$ cat config.mk
export PLATFORM = sky130hd
export DESIGN_NAME = branch_predict_unit_flat
export DESIGN_NICKNAME = d
export VERILOG_FILES = /design/src/rtl/branch_predict_unit_if.sv /design/src/rtl/branch_predict_unit.sv /design/src/flat_wrapper.sv
export SDC_FILE = /design/constraint.sdc
export NUM_CORES = 1
export LEC_CHECK = 0
export BUFFER_PORTS_ARGS = -buffer_cell sky130_fd_sc_hd__buf_2
export CORE_UTILIZATION = 35
export CTS_CLUSTER_DIAMETER = 40
export CTS_CLUSTER_SIZE = 24
export DETAILED_ROUTE_END_ITERATION = 10
export PLACE_DENSITY_LB_ADDON = 0.15
export REMOVE_ABC_BUFFERS = 1
export SLEW_MARGIN = 30
export SYNTH_ARGS = -nofsm -noshare
export SYNTH_HDL_FRONTEND = slang
export SYNTH_SLANG_ARGS = --single-unit
$ cat constraint.sdc
create_clock -name clk -period 3.19 [get_ports clk]
set_clock_uncertainty 0.2 [all_clocks]
set_input_delay 0.4785 -clock clk [delete_from_list [all_inputs] [get_ports clk]]
set_output_delay 0.4785 -clock clk [all_outputs]
set_load 0.02 [all_outputs]
$ cat src/rtl/branch_predict_unit_if.sv
// Fetch/Execute-side signal bundle for the branch unit.
// The master side is the pipeline (PCs, Execute flags); the slave side is the branch unit.
interface branch_predict_unit_if #(
  parameter int XLEN  = 32,
  parameter int CNT_W = 16
) ();

  // Fetch-side lookup
  logic [XLEN-1:0]  PCF;
  logic             PredTakenF;

  // Execute-side resolution
  logic             ValidE;
  logic             BranchE;
  logic [2:0]       TypeBranchE;
  logic             ZeroE;
  logic             LessE;
  logic [XLEN-1:0]  PCE;
  logic             PredTakenE;
  logic             NeedBranchE;
  logic             MispredictE;
  logic             RecoverTakenE;
  logic             IllegalBranchE;

  // Statistics
  logic [CNT_W-1:0] BranchCount;
  logic [CNT_W-1:0] MissCount;

  modport master (
    output PCF, ValidE, BranchE, TypeBranchE, ZeroE, LessE, PCE, PredTakenE,
    input  PredTakenF, NeedBranchE, MispredictE, RecoverTakenE, IllegalBranchE,
    input  BranchCount, MissCount
  );

  modport slave (
    input  PCF, ValidE, BranchE, TypeBranchE, ZeroE, LessE, PCE, PredTakenE,
    output PredTakenF, NeedBranchE, MispredictE, RecoverTakenE, IllegalBranchE,
    output BranchCount, MissCount
  );

endinterface

$ cat src/rtl/branch_predict_unit.sv
// RV32I branch unit: resolves conditional branches in Execute, owns a 2-bit-counter
// branch history table for Fetch predictions, flags mispredicts and keeps statistics.
module branch_predict_unit #(
  parameter int         XLEN     = 32,
  parameter int         IDX_W    = 6,
  parameter logic [1:0] CTR_INIT = 2'b01,
  parameter bit         PRED_EN  = 1'b1,
  parameter int         CNT_W    = 16
) (
  input logic                 clk,
  input logic                 rst_n,
  branch_predict_unit_if.slave bus
);

  localparam int ENTRIES = 1 << IDX_W;

  // Saturating 2-bit counter step: up toward 11, down toward 00.
  function automatic logic [1:0] ctrNext(input logic [1:0] c, input logic up);
    if (up) begin
      return (c == 2'b11) ? c : c + 2'b01;
    end else begin
      return (c == 2'b00) ? c : c - 2'b01;
    end
  endfunction

  // Statistics counter step that holds at all-ones.
  function automatic logic [CNT_W-1:0] satInc(input logic [CNT_W-1:0] v);
    if (v == {CNT_W{1'b1}}) begin
      return v;
    end else begin
      return v + {{(CNT_W-1){1'b0}}, 1'b1};
    end
  endfunction

  logic [1:0]       bhtCtr_r [ENTRIES];
  logic [CNT_W-1:0] branchCount_r;
  logic [CNT_W-1:0] missCount_r;

  logic [IDX_W-1:0] fetchIdx_s;
  logic [IDX_W-1:0] execIdx_s;
  logic             cond_s;
  logic             illegal_s;
  logic             legalBranch_s;
  logic             needBranch_s;
  logic             mispredict_s;
  logic             aliasClean_s;
  logic             updEn_s;
  logic             updUp_s;

  // Word-aligned PCs: drop the two byte-offset bits, keep the low IDX_W word bits.
  assign fetchIdx_s = IDX_W'(bus.PCF[XLEN-1:2]);
  assign execIdx_s  = IDX_W'(bus.PCE[XLEN-1:2]);

  // Branch condition decode from funct3; 010/011 are not branches and never take.
  always_comb begin
    cond_s = 1'b0;
    case (bus.TypeBranchE)
      3'b000:         cond_s = bus.ZeroE;
      3'b001:         cond_s = ~bus.ZeroE;
      3'b100, 3'b110: cond_s = bus.LessE;
      3'b101, 3'b111: cond_s = ~bus.LessE;
      default:        cond_s = 1'b0;
    endcase
  end

  assign illegal_s     = bus.ValidE & bus.BranchE & (bus.TypeBranchE[2:1] == 2'b01);
  assign legalBranch_s = bus.ValidE & bus.BranchE & ~illegal_s;
  assign needBranch_s  = bus.ValidE & bus.BranchE & cond_s;
  // A non-branch that Fetch predicted taken means an aliased BHT entry.
  assign aliasClean_s  = bus.ValidE & ~bus.BranchE & bus.PredTakenE;
  assign mispredict_s  = bus.ValidE & ((bus.BranchE & (needBranch_s ^ bus.PredTakenE)) |
                                       (~bus.BranchE & bus.PredTakenE));

  // Select the BHT write for this cycle: train on legal branches, decay aliased entries.
  always_comb begin
    updEn_s = 1'b0;
    updUp_s = 1'b0;
    if (legalBranch_s) begin
      updEn_s = 1'b1;
      updUp_s = needBranch_s;
    end else if (aliasClean_s) begin
      updEn_s = 1'b1;
      updUp_s = 1'b0;
    end else begin
      updEn_s = 1'b0;
      updUp_s = 1'b0;
    end
  end

  // BHT storage: reset to CTR_INIT, otherwise one saturating update per cycle.
  always_ff @(posedge clk) begin
    if (!rst_n) begin
      for (int i = 0; i < ENTRIES; i++) begin
        bhtCtr_r[i] <= CTR_INIT;
      end
    end else if (updEn_s) begin
      bhtCtr_r[execIdx_s] <= ctrNext(bhtCtr_r[execIdx_s], updUp_s);
    end
  end

  // Statistics counters, both saturating and independently enabled.
  always_ff @(posedge clk) begin
    if (!rst_n) begin
      branchCount_r <= {CNT_W{1'b0}};
      missCount_r   <= {CNT_W{1'b0}};
    end else begin
      if (legalBranch_s) begin
        branchCount_r <= satInc(branchCount_r);
      end
      if (mispredict_s) begin
        missCount_r <= satInc(missCount_r);
      end
    end
  end

  // Lookup reads the stored value only, so a same-cycle write is seen one cycle later.
  assign bus.PredTakenF     = PRED_EN & bhtCtr_r[fetchIdx_s][1];
  assign bus.NeedBranchE    = needBranch_s;
  assign bus.MispredictE    = mispredict_s;
  assign bus.RecoverTakenE  = needBranch_s;
  assign bus.IllegalBranchE = illegal_s;
  assign bus.BranchCount    = branchCount_r;
  assign bus.MissCount      = missCount_r;

endmodule
$ cat src/flat_wrapper.sv
// flat-port wrapper written by rule: the top's interface ports become plain ports
module branch_predict_unit_flat 
#(
  parameter int         XLEN     = 32,
  parameter int         IDX_W    = 6,
  parameter logic [1:0] CTR_INIT = 2'b01,
  parameter bit         PRED_EN  = 1'b1,
  parameter int         CNT_W    = 16
)
  (clk, rst_n, bus_PCF, bus_ValidE, bus_BranchE, bus_TypeBranchE, bus_ZeroE, bus_LessE, bus_PCE, bus_PredTakenE, bus_PredTakenF, bus_NeedBranchE, bus_MispredictE, bus_RecoverTakenE, bus_IllegalBranchE, bus_BranchCount, bus_MissCount);
  branch_predict_unit_if #(.XLEN(XLEN), .CNT_W(CNT_W)) bus_i ();
  input logic clk;
  input logic rst_n;
  input wire logic [$bits(bus_i.PCF)-1:0] bus_PCF;
  input wire logic [$bits(bus_i.ValidE)-1:0] bus_ValidE;
  input wire logic [$bits(bus_i.BranchE)-1:0] bus_BranchE;
  input wire logic [$bits(bus_i.TypeBranchE)-1:0] bus_TypeBranchE;
  input wire logic [$bits(bus_i.ZeroE)-1:0] bus_ZeroE;
  input wire logic [$bits(bus_i.LessE)-1:0] bus_LessE;
  input wire logic [$bits(bus_i.PCE)-1:0] bus_PCE;
  input wire logic [$bits(bus_i.PredTakenE)-1:0] bus_PredTakenE;
  output wire logic [$bits(bus_i.PredTakenF)-1:0] bus_PredTakenF;
  output wire logic [$bits(bus_i.NeedBranchE)-1:0] bus_NeedBranchE;
  output wire logic [$bits(bus_i.MispredictE)-1:0] bus_MispredictE;
  output wire logic [$bits(bus_i.RecoverTakenE)-1:0] bus_RecoverTakenE;
  output wire logic [$bits(bus_i.IllegalBranchE)-1:0] bus_IllegalBranchE;
  output wire logic [$bits(bus_i.BranchCount)-1:0] bus_BranchCount;
  output wire logic [$bits(bus_i.MissCount)-1:0] bus_MissCount;
  assign bus_i.PCF = bus_PCF;
  assign bus_i.ValidE = bus_ValidE;
  assign bus_i.BranchE = bus_BranchE;
  assign bus_i.TypeBranchE = bus_TypeBranchE;
  assign bus_i.ZeroE = bus_ZeroE;
  assign bus_i.LessE = bus_LessE;
  assign bus_i.PCE = bus_PCE;
  assign bus_i.PredTakenE = bus_PredTakenE;
  assign bus_PredTakenF = bus_i.PredTakenF;
  assign bus_NeedBranchE = bus_i.NeedBranchE;
  assign bus_MispredictE = bus_i.MispredictE;
  assign bus_RecoverTakenE = bus_i.RecoverTakenE;
  assign bus_IllegalBranchE = bus_i.IllegalBranchE;
  assign bus_BranchCount = bus_i.BranchCount;
  assign bus_MissCount = bus_i.MissCount;
  branch_predict_unit #(.XLEN(XLEN), .IDX_W(IDX_W), .CTR_INIT(CTR_INIT), .PRED_EN(PRED_EN), .CNT_W(CNT_W)) u_core (.clk(clk), .rst_n(rst_n), .bus(bus_i));
endmodule
==> reports/qor.yml, run 1 <==
status: "finished, violations left"
violations: "setup timing"
yosys_register_bits: 160
clock_latency_ns: 0.43
path_max_fanout: 2
hold_ws_ns: 0.289
clock_sinks: 160
worstSetupEndpointType: "output pin"
track_usage: 0.198
drtIter0Drc: 469
setup_slack_ns: -0.0389
synth.avg_cell_area_um2: 10.8
grt_pass1_wl_mm: 38.5
drt-pass1-iter-count: 5
crit_type: "reg -> out"
numPortBuffers: 58
synthArstFlopShare: 0
worst_pin_slew_ns: 0.847
ys.flop_type: "edfxtp_1"
clkTransAtPathRegs_ns: 0.07
wire_per_inst_um: 19.6
leakagePower_uw: 0.00379
totalWireLength_mm: 24.7
netlist_area_mm2: 0.00892
cts_tree: "done"
maxCapViolations: 0
numCtsBuffers: 17
dpl.cell_count: 1230
fill_cells: 2475
avgViaCountPerCell: 5.26
synthCells: 824
start_util: 0.355
layout-drive-gt1-share: 0.310
overflow: 0
required_ns: 2.51
final_util: 0.422
rsz0062_at_grt: "yes"
multi_input_area_mm2: 0.00400
finalCritPeriodShare: 1.01
irDropWorstVdd_mv: 0.305
vias: 6646
ant_nets: 0
io-pin-count: 111
die_width_um: 162
ys.warnings.count: 0
p_per_area_mw_per_mm2: 465
rows: 58
fin_nets: 995
synth.distinct_cells: 67
cp-start-kind: "flip-flop"
area_growth_pct: 18.9
hpwlAfterDp_mm: 17.8
hold_class: "reg -> reg"
cp.arrival_ns: 2.55
post_cts_buffers: 0
drc: 0
stdcell_count: 1263
slew_headroom: 0.435
slew_viol_final: 0
die_y_um: 162
seq_area_mm2: 0.00448
grt_pass1_vias: 6584
setup_viol: 1
ctsLongestPathBuffers: 2
htree_levels: 4
layout_min_cycle_time_ns: 3.23
yosysSeqAreaShare: 0.503
place_congestion: 0.816
hold_viol: 0
core_mm2: 0.0251
antenna_found_initial: 1
synth_edf_count: 128
dieArea_mm2: 0.0261
maxClockFrequency_mhz: 310
grt_max_degree: 72
root_buffer: "clkbuf_16"
[worst paths after layout]
path                                         startpoint                      end  slack, ns  cells past startpoint
worst max-delay path             u_core.bhtCtr_r[51][1]           bus_PredTakenF      -0.04                      4
worst min-delay path            u_core.bus.MissCount[1]  u_core.bus.MissCount[1]       0.29                      2
worst max register to register   u_core.bhtCtr_r[28][1]   u_core.bhtCtr_r[63][0]       0.22                      8
worst min register to register  u_core.bus.MissCount[1]  u_core.bus.MissCount[1]       0.29                      2
[state kept, by name, indices dropped and copies added, names as in the netlist]
signal	flops
u_core.bus.MissCount	16
u_core.bus.BranchCount	16
u_core.bhtCtr_r	128
[critical path: stages, from the launching register on]
cell	delay [ns]
edfxtp_1	0.43
mux4_2	0.54
mux4_2	0.51
mux4_2	0.49
buf_6	0.15
[cells in the mapped netlist (7+ instances only)]
cell | instances | area, um2
and3_1 | 15 | 93.8
edfxtp_1 | 128 | 3840
buf_2 | 13 | 65.1
nor3_1 | 17 | 85.1
buf_6 | 11 | 124
o22ai_1 | 7 | 43.8
clkbuf_1 | 35 | 131
nand3_1 | 28 | 140
or3_1 | 9 | 56.3
inv_1 | 14 | 52.6
nor2_1 | 90 | 338
a21oi_1 | 11 | 55.1
buf_4 | 7 | 52.6
mux4_2 | 26 | 586
mux2i_1 | 33 | 330
xor2_1 | 12 | 105
o21ai_0 | 22 | 110
nand4_1 | 9 | 56.3
xnor2_1 | 10 | 87.6
dfxtp_1 | 32 | 641
nand3_2 | 60 | 601
nand2_1 | 141 | 529
[cell families (layout without fill, tap and decap cells)]
| kind of cell | count (synthesis) | count (layout) | share of synthesized area |
|---|---|---|---|
| AND/OR/NAND/NOR | 405 | 405 | 0.245 |
| XOR/XNOR | 22 | 22 | 0.0216 |
| multiplexers | 65 | 65 | 0.112 |
| other | 0 | 1 | 0 |
| buffers and inverters | 87 | 195 | 0.0519 |
| adder cells (fa/ha/maj) | 4 | 4 | 0.00519 |
| AO/OA/AOI/OAI | 81 | 81 | 0.0620 |
| flip-flops | 160 | 160 | 0.503 |
[metal layers]
metal | up-vias | global-route usage | part of all wire
met5 | - | 0 | 0
met4 | 0 | 0.0549 | 0.016
met3 | 20 | 0.0403 | 0.061
met2 | 193 | 0.324 | 0.47
met1 | 3241 | 0.266 | 0.45
li1 | 3192 | - | -
[per-stage QoR]
| step | worst slack [ns] | setup TNS, ns | total power (uW) | area, um2 |
|---|---|---|---|---|
| 6_report | -0.0389 | -0.0389 | 4930 | 10600 |
| 3_3_place_gp | -0.222 | -25.05 | 3020 | 10000 |
| 2_1_floorplan | -0.824 | -75.90 | 2660 | 8510 |
| 4_1_cts | -0.0429 | -0.0429 | 4970 | 10600 |
| 5_1_grt | -0.0852 | -0.0852 | 5100 | 10600 |
| 3_5_place_dp | -0.278 | -31.94 | 3030 | 10000 |
[final cells by class]
cell class / count / share of cell area
clock inverter: 14 / 0.00979
antenna: 1 / 0.000236
sequential: 160 / 0.423
timing repair buffer: 148 / 0.104
tap: 330 / 0.0389
clock buffer: 18 / 0.0425
inverter: 15 / 0.00531
multi-input combinational: 577 / 0.377
[where the power goes]
| part | switching, uW | leakage [uW] | internal, uW |
|---|---|---|---|
| Sequential | 26.8 | 0.00141 | 2290 |
| Clock | 898 | 0.000282 | 1050 |
| Combinational | 408 | 0.00210 | 255 |
[what timing repair did]
action                                  in CTS  in global routing
hold buffers                                 0                  0
endpoints found under the setup margin       1                119
endpoints found under the hold margin        0                  0
gates resized for setup                      2                  1
[layout by cell type, fill, tap and decap left out, types with 4 or more instances in the layout]
master / count
nor3_1: 14
nor2b_1: 4
mux4_2: 26
inv_6: 4
and2_1: 6
inv_1: 14
clkbuf_16: 18
or3_1: 9
buf_4: 80
mux2_2: 4
o21ai_0: 22
buf_2: 56
a221oi_1: 6
dfxtp_1: 32
o22ai_1: 7
and3_1: 15
nand2_1: 141
a21oi_1: 11
nand3_2: 60
nand3_1: 28
o32ai_1: 4
buf_12: 10
mux2i_1: 33
nand2b_1: 5
xnor2_1: 10
a22oi_1: 5
nor2_1: 89
clkinv_2: 5
o41ai_1: 4
edfxtp_1: 128
xor2_1: 12
nand4_1: 9
No activity file was read; power rests on OpenSTA's default activity.
==> run 2, diff against run 1 <==
--- a/config.mk
+++ b/config.mk
@@ -7,10 +7,10 @@
 export LEC_CHECK = 0
 export BUFFER_PORTS_ARGS = -buffer_cell sky130_fd_sc_hd__buf_2
 export CORE_UTILIZATION = 35
+export CTS_BUF_LIST = sky130_fd_sc_hd__clkbuf_2 sky130_fd_sc_hd__clkbuf_4 sky130_fd_sc_hd__clkbuf_8
 export CTS_CLUSTER_DIAMETER = 40
 export CTS_CLUSTER_SIZE = 24
 export DETAILED_ROUTE_END_ITERATION = 10
-export PLACE_DENSITY_LB_ADDON = 0.15
 export REMOVE_ABC_BUFFERS = 1
 export SLEW_MARGIN = 30
 export SYNTH_ARGS = -nofsm -noshare
==> run 2 against run 1 <==
Compared with the run above: the flow still finishes with violations (setup timing); wire length fell by 6.2%; core utilization fell by 0.98 points; non-clock buffer count fell by 6; first-iteration DRC count rose by 34%; worst setup slack improved by 0.012 ns; maximum frequency rose by 0.36%; global-route usage fell by 1.3 points; largest power group unchanged; highest routed layer unchanged.
==> reports/qor.yml, run 2 (synthesized netlist as in run 1, its figures left out) <==
status: "finished, violations left"
violations: "setup timing"
hold_start: "u_core.bus.MissCount[12]"
maxCapViolations: 0  # unchanged
finalCritPeriodShare: 1.01  # -0.00361
numCtsBuffers: 17  # unchanged
layout_min_cycle_time_ns: 3.22  # -0.0115 ns
dp_slack_ns: -0.215  # +0.0633 ns
hold_buffers: 0  # unchanged
p_per_area_mw_per_mm2: 421  # -9.3%
crit_family: "multiplexers"
clkTransAtPathRegs_ns: 0.09  # +0.02 ns
r2r_start: "u_core.bhtCtr_r[29][1]"
setup_slack_ns: -0.0274  # +0.0115 ns
area_growth_pct: 16.2
grt_pass1_wl_mm: 36.3  # -5.6%
htree_levels: 4  # unchanged
grt_max_degree: 38  # -47%
die_width_um: 162  # unchanged
rr_endpoint: "u_core.bhtCtr_r[61][0]"
cp.arrival_ns: 2.54  # about the same
hold_depth: 2  # unchanged
dieArea_mm2: 0.0261  # unchanged
vias: 6739  # +1.4%
hold_class: "reg -> reg"
critPathBufInv: 1  # unchanged
hold_viol: 0  # unchanged
top_register: "u_core.bhtCtr_r"
hpwlAfterDp_mm: 16.8  # -5.4%
grt_pass1_vias: 6538  # -0.70%
layout-drive-gt1-share: 0.303  # -0.00663
dpl.cell_count: 1224  # -0.49%
root_buffer: "clkbuf_8"
maxClockFrequency_mhz: 311  # +0.36%
antenna_found_initial: 0  # -1
post_cts_buffers: 0  # unchanged
required_ns: 2.51  # about the same
wire_per_inst_um: 18.5  # -5.7%
cts_tree: "done"
reg2reg_depth: 9  # +1
slew_headroom: 0.651  # +0.216
final_common_cell: "nand2_1"
cp_slowest_stage_delay_ns: 0.53  # about the same
drc: 0  # unchanged
clock_sinks: 160  # unchanged
leakagePower_uw: 0.00366  # -3.3%
rsz0062_at_grt: "yes"
r2r_slack_ns: 0.20  # -0.02 ns
cp_num_cells: 4  # unchanged
min_to: "u_core.bus.MissCount[12]"
irDropWorstVdd_mv: 0.275  # -9.7%
worst_pin_slew_ns: 0.517  # -0.330 ns
start_util: 0.355  # unchanged
crit_start: "u_core.bhtCtr_r[43][1]"
critPathMostFrequentCell: "mux4_2"
cp-start-kind: "flip-flop"
worstPathCellList: "mux4_2, mux4_2, mux4_2, buf_6"
rows: 58  # unchanged
hold_ws_ns: 0.305  # +0.0166 ns
fin_nets: 989  # -0.60%
final_util: 0.413  # -0.00977
ant_nets: 0  # unchanged
mostFrequentLayoutCells: "nand2_1, edfxtp_1, nor2_1"
die_y_um: 162  # unchanged
overflow: 0  # unchanged
antennaDiodeCount: 0  # -1
slew_viol_final: 0  # unchanged
stdcell_count: 1256  # -0.55%
worstSetupEndpointType: "output pin"
clock_latency_ns: 0.47  # +0.04 ns
path_max_fanout: 2  # unchanged
drtIter0Drc: 627  # +34%
ctsLongestPathBuffers: 2  # unchanged
tns_ns: -0.0274  # +0.0115 ns
core_mm2: 0.0251  # unchanged
totalWireLength_mm: 23.2  # -6.2%
numPortBuffers: 58  # unchanged
slowest_stage: "mux4_2"
track_usage: 0.186  # -0.0128
avgViaCountPerCell: 5.37  # +2.0%
io-pin-count: 111  # unchanged
place_congestion: 0.905  # +11%
largest_register_ffs: 128  # unchanged
drt-pass1-iter-count: 5  # unchanged
fill_cells: 2437  # -1.5%
setup_viol: 1  # unchanged
crit_type: "reg -> out"
[run 2: worst max-delay path by stage]
| stage | endpoint | slack [ns] |
|---|---|---|
| floorplan | u_core.bhtCtr_r[60][0] | -0.82 |
| global placement | u_core.bhtCtr_r[61][0] | -0.26 |
| detailed placement | u_core.bhtCtr_r[61][0] | -0.22 |
| CTS | bus_PredTakenF | -0.05 |
| global route | bus_PredTakenF | -0.12 |
| finish | bus_PredTakenF | -0.03 |
[run 2: cell type report]
type / instances / area (um2) / area share
Sequential cell: 160 / 4480 / 0.433
Clock inverter: 13 / 113 / 0.0109
Tap cell: 330 / 413 / 0.0398
Inverter: 15 / 56.3 / 0.00543
Timing Repair Buffer: 142 / 1050 / 0.102
Multi-Input combinational cell: 577 / 4000 / 0.386
Clock buffer: 19 / 249 / 0.0240
[run 2: metrics by stage]
| step | cell area (um2) | total power, uW |
|---|---|---|
| after detailed placement | 9990 | 3000 |
| after global routing | 10400 | 4530 |
| final | 10400 | 4370 |
| after floorplan | 8510 | 2660 |
| after CTS | 10400 | 4390 |
| after global placement | 9990 | 2990 |
[run 2: worst reg2reg max path: stages, from the launching register on]
cell	delay [ns]
edfxtp_1	0.41
mux4_1	0.50
and3_1	0.24
a31oi_1	0.20
o2111ai_1	0.15
nor4b_2	0.29
buf_4	0.17
maj3_4	0.21
buf_12	0.22
nand3_1	0.12
[run 2: timing repair]
action,CTS,global route
resized for setup,2,0
endpoints found under the setup margin,1,1
gates cloned,0,0
[run 2: power by group]
part / switching, uW / leakage [uW] / internal, uW
Clock: 783 / 0.000184 / 633
Combinational: 395 / 0.00207 / 245
Sequential: 25.6 / 0.00141 / 2290
Total: 1200 / 0.00366 / 3160
[run 2: metal layers]
layer  vias to the layer above  GRT usage  share of wire
met5                         -          0              0
met4                         0     0.0549          0.014
met3                        31     0.0362          0.073
met2                       249      0.299           0.47
met1                      3282      0.252           0.44
li1                       3177          -              -
